File: config.mk
export PLATFORM = sky130hd
export DESIGN_NAME = arb4_prio_rr
export DESIGN_NICKNAME = d
export VERILOG_FILES = /design/src/rtl/arb4_prio_rr.sv
export SDC_FILE = /design/constraint.sdc
export NUM_CORES = 1
export LEC_CHECK = 0
export ABC_CLOCK_PERIOD_IN_PS = 3910
export CAP_MARGIN = 20
export CORE_AREA = 10 10 67 52
export CTS_CLUSTER_DIAMETER = 100
export DETAILED_ROUTE_END_ITERATION = 6
export DIE_AREA = 0 0 77 62
export GPL_ROUTABILITY_DRIVEN = 0
export GPL_TIMING_DRIVEN = 0
export PLACE_DENSITY_LB_ADDON = 0.08
export SETUP_SLACK_MARGIN = 0.05
export SLEW_MARGIN = 30
export SYNTH_ARGS = -nofsm -noshare
export SYNTH_HDL_FRONTEND = slang
export SYNTH_SLANG_ARGS = --single-unit
File: constraint.sdc
create_clock -name clk -period 3.91 [get_ports clk]
set_input_delay 0.782 -clock clk [delete_from_list [all_inputs] [get_ports clk]]
set_output_delay 0.782 -clock clk [all_outputs]
set_load 0.03 [all_outputs]
File: src/rtl/arb4_prio_rr.sv
`default_nettype none
// ============================================================================
// Module   : arb4_prio_rr
// Brief    : Four-requester arbiter with fixed-priority or round-robin
//            selection, registered held grants and a hold timeout.
// Revision : 1.0  initial release
// ============================================================================
module arb4_prio_rr #(
    parameter int MAX_HOLD = 16
) (
    input  logic       clk,
    input  logic       rst,
    input  logic [3:0] req,
    input  logic       mode,
    output logic [3:0] gnt,
    output logic [1:0] gnt_id,
    output logic       busy,
    output logic       timeout
);

    localparam int CW = (MAX_HOLD < 1) ? 1 : $clog2(MAX_HOLD + 1);

    localparam logic [0:0] S_IDLE  = 1'b0;
    localparam logic [0:0] S_GRANT = 1'b1;

    logic [0:0]    r_state;
    logic [3:0]    r_gnt;
    logic [1:0]    r_gnt_id;
    logic          r_busy;
    logic          r_timeout;
    logic [1:0]    r_last_id;
    logic [3:0]    r_mask;
    logic [CW-1:0] r_hold_cnt;

    logic [3:0]    w_cand;
    logic [1:0]    w_win_id;
    logic [1:0]    w_idx;
    logic          w_found;

    assign w_cand = req & ~r_mask;

    // Round-robin walks downward from the last owner so that owner is tried last.
    always_comb begin
        w_win_id = 2'd0;
        w_found  = 1'b0;
        w_idx    = 2'd0;
        if (!mode) begin
            for (int i = 0; i < 4; i++) begin
                if (w_cand[i]) begin
                    w_win_id = 2'(i);
                end
            end
        end else begin
            for (int k = 1; k <= 4; k++) begin
                w_idx = r_last_id - 2'(k);
                if (!w_found && w_cand[w_idx]) begin
                    w_win_id = w_idx;
                    w_found  = 1'b1;
                end
            end
        end
    end

    always_ff @(posedge clk) begin
        if (rst) begin
            r_state    <= S_IDLE;
            r_gnt      <= 4'b0000;
            r_gnt_id   <= 2'd0;
            r_busy     <= 1'b0;
            r_timeout  <= 1'b0;
            r_last_id  <= 2'd0;
            r_mask     <= 4'b0000;
            r_hold_cnt <= '0;
        end else begin
            r_timeout <= 1'b0;
            case (r_state)
                S_IDLE: begin
                    r_mask <= 4'b0000;
                    if (|w_cand) begin
                        r_state    <= S_GRANT;
                        r_gnt      <= 4'b0001 << w_win_id;
                        r_gnt_id   <= w_win_id;
                        r_busy     <= 1'b1;
                        r_hold_cnt <= CW'(1);
                    end
                end
                S_GRANT: begin
                    // Release takes precedence over a coincident timeout.
                    if (!req[r_gnt_id]) begin
                        r_state    <= S_IDLE;
                        r_gnt      <= 4'b0000;
                        r_gnt_id   <= 2'd0;
                        r_busy     <= 1'b0;
                        r_last_id  <= r_gnt_id;
                        r_hold_cnt <= '0;
                    end else if ((MAX_HOLD != 0) && (r_hold_cnt == CW'(MAX_HOLD))) begin
                        r_state    <= S_IDLE;
                        r_gnt      <= 4'b0000;
                        r_gnt_id   <= 2'd0;
                        r_busy     <= 1'b0;
                        r_last_id  <= r_gnt_id;
                        r_mask     <= 4'b0001 << r_gnt_id;
                        r_timeout  <= 1'b1;
                        r_hold_cnt <= '0;
                    end else if (r_hold_cnt < CW'(MAX_HOLD)) begin
                        r_hold_cnt <= r_hold_cnt + CW'(1);
                    end
                end
                default: begin
                    r_state <= S_IDLE;
                end
            endcase
        end
    end

    assign gnt     = r_gnt;
    assign gnt_id  = r_gnt_id;
    assign busy    = r_busy;
    assign timeout = r_timeout;

endmodule
`default_nettype wire

# [Word level (Yosys, flattened, before mapping)]
# Cells that the tools add are included.
[totals] reg_bits=20 inputBits=7 out_inout_bits=8 word_cells=94
[op_classes] addsub=4 order_cmp=6 eq_ne=7 n_shift=2 n_mux=51 n_bitwise=4 n_reduce_logical=12
[ops] op="2-to-1 mux 2 bit" count=12
[ops] op="2-to-1 mux 4 bit" count=5
[ops] op="2-to-1 mux 5 bit" count=4
[ops] op="2-to-1 mux 1 bit" count=19
[ops] op="case mux 4 bit (2 select lines)" count=2
[ops] op="less-than comparator 2 x 3 -> 1 bit, second input constant" count=5
[ops] op="binary-select mux 1 bit (select 2 bit)" count=5
[ops] op="case mux 5 bit (2 select lines)" count=1
[ops] op="AND reduction 2 bit" count=4
[ops] op="<< shifter 1 x 2 -> 4 bit, first input constant" count=2
[ops] op="!= test 2 x 1 -> 1 bit, second input constant" count=3
[ops] op="adder 5 x 1 -> 5 bit, second input constant" count=1
[ops] op="== test 5 bit, second input constant" count=1
[ops] op="less-than comparator 5 bit, second input constant" count=1
[ops] op="bitwise AND 4 bit" count=1
[ops] op="!= test 4 x 2 -> 1 bit, second input constant" count=1
[ops] op="inverter 4 bit" count=1
[ops] op="case mux 1 bit (2 select lines)" count=2
[ops] op="case mux 2 bit (2 select lines)" count=1
[ops] op="OR reduction 4 bit" count=1
[ops] op="subtractor 2 bit, second input constant" count=2
[ops] op="logical AND 1 bit" count=3
[ops] op="zero test 1 bit" count=3
[ops] op="!= test 3 x 2 -> 1 bit, second input constant" count=1
[ops] op="4 further kinds" count=5

# [Depth between registers and ports, before layout]
# Gate-level depths: netlist (run 1).
[logic_depth] depth_word=21 ltp_mapped=8 mapped_depth_nobuf=8

# [Least setup slack after synthesis (run 1)]
# No wires, ideal clock.
[synth_timing] path_type="input-to-reg" start="input req[3]" end="register r_gnt[1] (netlist: gnt[1])" setup_ps=117 arrival_ps=1906 required_time_ps=3793 path_slack_ps=1887 path_stages=4 n_path_buf=0 path_cell_list="mux4_2 > a21oi_2 > nor3_1 > a22o_1"
[synth_between] elab_chain_len=20 elab_cells_between_ends=37 classes_between="eq/ne: 2; shift: 1; mux: 25; bitwise: 1; reduce/logical: 8"
[synth_rtl] element="start: declaration" line="13" text="input logic [3:0] req,"
[synth_rtl] element="bitwise AND 4 bit" line="40" text="assign w_cand = req & ~r_mask;"
[synth_rtl] element="binary-select mux 1 bit (select 2 bit)" line="56" text="if (!w_found && w_cand[w_idx]) begin"
[synth_rtl] element="2-to-1 mux 1 bit (not written as such)" line="56"
[synth_rtl] element="2-to-1 mux 1 bit" line="56"
[synth_rtl] element="2-to-1 mux 1 bit" line="47" text="if (!mode) begin"
[synth_rtl] element="zero test 1 bit" line="56"
[synth_rtl] element="logical AND 1 bit" line="56"
[synth_rtl] element="2-to-1 mux 1 bit" line="56"
[synth_rtl] element="(+4 left out)"
[synth_rtl] element="2-to-1 mux 1 bit" line="47"
[synth_rtl] element="zero test 1 bit" line="56"
[synth_rtl] element="logical AND 1 bit" line="56"
[synth_rtl] element="2-to-1 mux 2 bit" line="56"
[synth_rtl] element="2-to-1 mux 2 bit" line="47"
[synth_rtl] element="<< shifter 1 x 2 -> 4 bit" line="81" text="r_gnt <= 4'b0001 << w_win_id;"
[synth_rtl] element="2-to-1 mux 4 bit" line="79" text="if (|w_cand) begin"
[synth_rtl] element="case mux 4 bit (2 select lines)" line="76" text="case (r_state)"
[synth_rtl] element="end signal: assignment" line="81"
[synth_rtl] element="end: declaration" line="27" text="logic [3:0] r_gnt;"
# Parallel ways exist; a longest one is shown, timed or not. The select of a mux whose other input is x is not followed.
# A chain may end at the register's enable or synchronous reset.

# [Worst setup path in the final report (run 1)]
[layout_timing] start="input req[1]" end="register r_gnt[1] (netlist: gnt[1])"
# Same word-level chain as after synthesis.

==> results.yml, run 1 <==
synthesis:
  yosysSeqAreaShare: 0.370
  synthFlopType: "dfxtp_1"
  syn-instance-count: 124
  synth_top_cell_by_area: "dfxtp_1"
  synth-seq-cells: 20
  syn_nets: 133
  synth_cell_types: 40
  async_flop_share: 0
  synth_edf_count: 0
  synth.area.top_cells: "dfxtp_1 (37%), a21oi_1 (4.6%), nor2_1 (4.2%)"
  ys_warn_count: 0
  synth_top_area_share: 0.370
  synth_area_sq_um: 1080
  synth_area_per_cell_sq_um: 8.72
layout:
  antenna_cells: 0
  num-nets-final: 152
  drive_above_1_share: 0.0986
  areaGrowthSynthToFinish_pct: 21.8
global_routing:
  grt_pass1_vias: 962
  grt_usage: 0.116
  grt.overflow.total: 0
  grt_max_degree: 13
  antenna_found_initial: 0
  grt_pass1_wl_um: 4510
flow_run:
  maxCapViolCount: 0
cts:
  post_cts_buffers: 0
  clockRootBuffer: "clkbuf_4"
  clk_pin_slew_ns: 0.13
  cts_resized: 0
  cts_tree: "yes"
  cts_num_sinks: 20
  ctsHoldBuffers: 0
  htree_levels: 1
  clock_path_buffers: 2
  cts_buffers: 3
  clock_latency_ns: 0.32
status:
  status: "completed"
pwr:
  design_power_total_uw: 506
  seqPwrFrac: 0.443
  swShare: 0.284
  pwr-share-clk: 0.346
  power_density_nw_per_um2: 385
  leakage_uw: 0.000481
  peakVddDrop_mv: 0.222
  pwr-share-comb: 0.212
  p_int_uw: 362
  switchingPower_uw: 144
sta:
  hold_violations: 0
  worst_pin_slew_ns: 0.703
  setup_violations: 0
  maxSlewViolCount: 0
  worst_clock_skew_ns: 0.00736
  max_freq_mhz: 404
  min_period_ns: 2.48
  period_share: 0.634
  max_slew_margin: 0.526
  rsz0062_at_grt: "no"
  fin_tns_setup_ns: 0
critical_path:
  crit_type: "in -> reg"
  worstPathArrival_ns: 2.69
  cp_slowest_stage_delay_ns: 0.57
  startpoint_type: "primary input"
  critPathRequiredTime_ns: 4.13
  endpoint_kind: "flop"
  crit_path_cell_trace: "clkdlybuf4s50_1, nand2b_1, buf_1, nand2_1, o21ai_0, nor3_1, a22o_1"
  cp_slowest_cell: "o21ai_0"
  cp_max_fo: 7
floorplan:
  die_h_um: 62
  core_sq_um: 2310
  rows: 15
  io_pins: 15
  initial_core_util: 0.468
  die-area_sq_um: 4770
  die_x_um: 77
drt:
  wl_met1_um: 1310
  route.detailed.drc: 0
  num_vias: 1008
  routedWlPerCell_um: 15.0
  met2WireLength_um: 1160
  dr.first_iter.drc_count: 55
  met3_length_um: 162
  ant_nets: 0
  drtPass1Iterations: 4
  vias_per_cell: 5.73
  topRoutingLayerUsed: "met4"
  wl_um: 2650
min_path:
  min_path_type: "reg -> reg"
placed_design:
  dp_hpwl_um: 1970
  port_buffers: 14
layer usage:
metal  GRT usage  vias to the layer above
met5           0                        -
met4      0.0259                        0
met3      0.0489                        2
li1            -                      491
met2       0.178                       18
met1       0.150                      497
sequential cells by signal, indices dropped and copies added, names as in the netlist:
register,count
r_hold_cnt,5
gnt,4
r_mask,4
gnt_id,2
r_last_id,2
busy,1
r_state,1
timeout,1
cell families (layout without fill, tap and decap cells):
kind of cell / count (synthesis) / after routing / share of synthesized area
DFF: 20 / 20 / 0.370
adders and majority gates: 2 / 2 / 0.0231
buffers and inverters: 10 / 28 / 0.0417
muxes: 3 / 3 / 0.0394
AOI/OAI and AO/OA: 36 / 36 / 0.244
and+or+nand+nor: 51 / 51 / 0.265
xor gates and xnor gates: 2 / 2 / 0.0162
placed cells by master, fill, tap and decap left out, types with 3 or more instances in the layout:
master	netlist	routed
dfxtp_1	20	20
clkdlybuf4s50_1	0	14
nor2_1	12	12
nand2_1	11	11
a21oi_1	10	10
inv_1	7	7
o21ai_0	7	7
nand2b_1	6	6
nand3_1	6	6
nor3b_1	3	3
a21o_1	3	3
clkbuf_4	0	3
final timing paths:
check / startpoint / end / slack (ns) / cells past startpoint
worst min register to register: busy / busy / 0.49 / 1
worst min-delay path: busy / busy / 0.49 / 1
worst max-delay path: req[1] / gnt[1] / 1.43 / 7
worst max register to register: r_mask[1] / gnt[1] / 1.95 / 6
per-stage QoR:
step / worst slack (ns) / instance area [sq um] / utilization / hold slack, ns / instances
2_1_floorplan: 1.89 / 1080 / - / 0.448 / 124
3_3_place_gp: 1.20 / 1260 / 0.547 / 0.455 / 172
3_5_place_dp: 1.15 / 1260 / 0.547 / 0.459 / 172
4_1_cts: 1.46 / 1320 / 0.570 / 0.494 / 176
5_1_grt: 1.34 / 1320 / 0.570 / 0.512 / 176
6_report: 1.43 / 1320 / 0.570 / 0.488 / 176
critical path, delay by kind of cell:
family / cells / cell delay (ns)
AOI/OAI and AO/OA: 2 / 0.85
and+or+nand+nor: 3 / 0.36
buffers and inverters: 2 / 0.71
cell type report:
type / instances / area, sq um
timing repair buffer: 14 / 140
clock inverter: 1 / 30.0
clock buffer: 3 / 22.5
tap: 34 / 42.5
sequential: 20 / 400
fill: 218 / 992
multi-input combinational: 94 / 636
buffer: 3 / 18.8
inverter: 7 / 26.3
synth_stat cells, types with 2 or more instances:
cell,instances
dfxtp_1,20
a31oi_1,2
nand2_1,11
ha_1,2
nor2_4,2
a221oi_1,2
nor3b_1,3
nor2_1,12
nand3b_1,2
a21oi_1,10
a41o_1,2
a22o_1,2
a21o_1,3
mux2i_1,2
nand2b_1,6
nor3_1,2
inv_1,7
nand3_1,6
o21ai_0,7
power groups by stage:
stage	sequential [uW]	combinational, uW	clock (uW)
2_1_floorplan	238	61.2	0
3_5_place_dp	228	107	0
3_3_place_gp	228	106	0
5_1_grt	225	117	186
4_1_cts	224	108	179
6_report	224	107	175
(Power assumes the default switching activity.)
==> inputs of run 2 (changes only) <==
--- a/config.mk
+++ b/config.mk
@@ -5,7 +5,7 @@
 export SDC_FILE = /design/constraint.sdc
 export NUM_CORES = 1
 export LEC_CHECK = 0
-export ABC_CLOCK_PERIOD_IN_PS = 3910
+export ABC_CLOCK_PERIOD_IN_PS = 2550
 export CAP_MARGIN = 20
 export CORE_AREA = 10 10 67 52
 export CTS_CLUSTER_DIAMETER = 100
==> constraint.sdc (replaced) <==
create_clock -name clk -period 2.55 [get_ports clk]
set_input_delay 0.51 -clock clk [delete_from_list [all_inputs] [get_ports clk]]
set_output_delay 0.51 -clock clk [all_outputs]
set_load 0.03 [all_outputs]
==> results of run 2 <==
The final DEF is identical to that of run 1. Status: completed.
Among the figures that moved: setup slack after placement 1.15 ns -> 0.0594 ns; setup slack after layout 1.43 ns -> 0.345 ns; register-to-register setup slack 1.95 ns -> 0.59 ns; total power 506 uW -> 776 uW; worst IR drop on VDD 0.222 mV -> 0.340 mV
==> inputs of run 3 (changes only) <==
--- a/config.mk
+++ b/config.mk
@@ -8,12 +8,13 @@
 export ABC_CLOCK_PERIOD_IN_PS = 2550
 export CAP_MARGIN = 20
 export CORE_AREA = 10 10 67 52
-export CTS_CLUSTER_DIAMETER = 100
+export CTS_CLUSTER_DIAMETER = 50
 export DETAILED_ROUTE_END_ITERATION = 6
 export DIE_AREA = 0 0 77 62
 export GPL_ROUTABILITY_DRIVEN = 0
 export GPL_TIMING_DRIVEN = 0
 export PLACE_DENSITY_LB_ADDON = 0.08
+export REMOVE_ABC_BUFFERS = 1
 export SETUP_SLACK_MARGIN = 0.05
 export SLEW_MARGIN = 30
 export SYNTH_ARGS = -nofsm -noshare
==> run 3 against run 2 <==
  * Non-clock buffer count decreased by 3
  * Largest cell class unchanged
  * Utilization decreased by 0.81 points
  * Critical path type unchanged
  * Clock power decreased by 5%
==> results.yml, run 3 (synthesis gave the netlist of run 1 again) <==
status:
  status: "completed"
cts:
  clock_latency_ns: 0.30
  ctsHoldBuffers: 0
  cts_resized: 0
  htree_levels: 1
  clock_path_buffers: 2
  clockRootBuffer: "clkbuf_4"
  cts_buffers: 3
  cts_num_sinks: 20
  post_cts_buffers: 0
  cts_tree: "yes"
  clk_pin_slew_ns: 0.11
floorplan:
  die_x_um: 77
  initial_core_util: 0.468
  die_h_um: 62
  core_sq_um: 2310
  io_pins: 15
  die-area_sq_um: 4770
  rows: 15
sta:
  worst_pin_slew_ns: 0.700
  finalHoldWorstSlack_ns: 0.493
  rsz0062_at_grt: "no"
  max_freq_mhz: 468
  hold_violations: 0
  maxSlewViolCount: 0
  fin_tns_setup_ns: 0
  max_slew_margin: 0.529
  period_share: 0.838
  setup_violations: 0
  min_period_ns: 2.14
  worst_clock_skew_ns: 0.00471
min_path:
  min_path_type: "reg -> reg"
  hold_depth: 1
layout:
  utilization: 0.562
  drive_above_1_share: 0.0935
  largest_register_ffs: 5
  postLayoutCellArea_sq_um: 1300
  regArea_sq_um: 400
  num-nets-final: 149
  layout_commonest_cell: "dfxtp_1"
  multi_input_area_sq_um: 636
  mostFrequentLayoutCells: "dfxtp_1 (20), clkdlybuf4s50_1 (14), nor2_1 (12)"
  top_register: "r_hold_cnt"
  antenna_cells: 0
  n_fill_cell: 204
  areaGrowthSynthToFinish_pct: 20.0
placed_design:
  dp_hpwl_um: 1930
  postPlaceCellArea_sq_um: 1240
  port_buffers: 14
critical_path:
  worst_r2r_endpoint: "gnt[3]"
  startpoint_type: "primary input"
  worstPathArrival_ns: 2.34
  crit_type: "in -> reg"
  cp_max_fo: 7
  r2r_cells: 4
  r2r_slack_ns: 0.58
  critical_path.startpoint: "req[3]"
  crit_end: "gnt[3]"
  critPathRequiredTime_ns: 2.75
  endpoint_kind: "flop"
  rr_startpoint: "gnt_id[1]"
drt:
  ant_nets: 0
  drtPass1Iterations: 4
  route.detailed.drc: 0
  routedWlPerCell_um: 14.3
  topRoutingLayerUsed: "met4"
  dr.first_iter.drc_count: 67
  num_vias: 964
  wl_met1_um: 1220
  met3_length_um: 150
  met2WireLength_um: 1090
  vias_per_cell: 5.57
  wl_um: 2470
pwr:
  peakVddDrop_mv: 0.362
  power_density_nw_per_um2: 583
  leakage_uw: 0.000472
global_routing:
  grt_pass1_wl_um: 4170
  grt_max_degree: 13
  grt_usage: 0.110
  antenna_found_initial: 0
  grt.overflow.total: 0
  grt_pass1_vias: 865
flow_run:
  maxCapViolCount: 0
==> run 3: cell types whose count changed in the layout (fill, tap and decap cells not counted), sizes merged <==
cell,previous run,this run
buf,2,0
clkbuf,4,3
==> run 3: worst min-delay path by stage <==
stage / start / endpoint / slack (ns)
global placement: busy / busy / 0.46
detailed placement: busy / busy / 0.46
finish: busy / busy / 0.49
CTS: busy / busy / 0.49
floorplan: r_mask[1] / r_mask[1] / 0.45
global route: gnt[1] / gnt[1] / 0.54
==> run 3: per-layer routing <==
metal / track usage / up-vias
met3: 0.0503 / 2
met5: 0 / -
met1: 0.139 / 467
li1: - / 482
met2: 0.169 / 13
met4: 0.0233 / 0
==> run 3: where the power goes <==
part	leakage, uW	total [uW]	internal [uW]	switching (uW)
Combinational	0.000281	157	65.8	91.5
Clock	0.0000279	254	159	94.9
Sequential	0.000163	346	327	18.4
Total	0.000472	757	552	205
==> run 3: cell type report <==
type	instances	area share
Multi-Input combinational cell	94	0.490
Timing Repair Buffer	14	0.108
Clock buffer	3	0.0174
Tap cell	34	0.0328
Sequential cell	20	0.309
Inverter	7	0.0203
Clock inverter	1	0.0231
==> run 3: worst max-delay path: stages <==
cell and delay (ns):
clkdlybuf4s50_1 0.46, nand2b_1 0.24, nand2_1 0.10, o21ai_0 0.58
nor3_1 0.18, a22o_1 0.27
==> run 3: through the flow <==
| step | power [uW] | instances | worst slack, ns |
|---|---|---|---|
| 4_1_cts | 766 | 173 | 0.449 |
| 3_3_place_gp | 506 | 169 | 0.134 |
| 5_1_grt | 801 | 173 | 0.311 |
| 6_report | 757 | 173 | 0.413 |
| 3_5_place_dp | 510 | 169 | 0.115 |
| 2_1_floorplan | 454 | 121 | 0.609 |
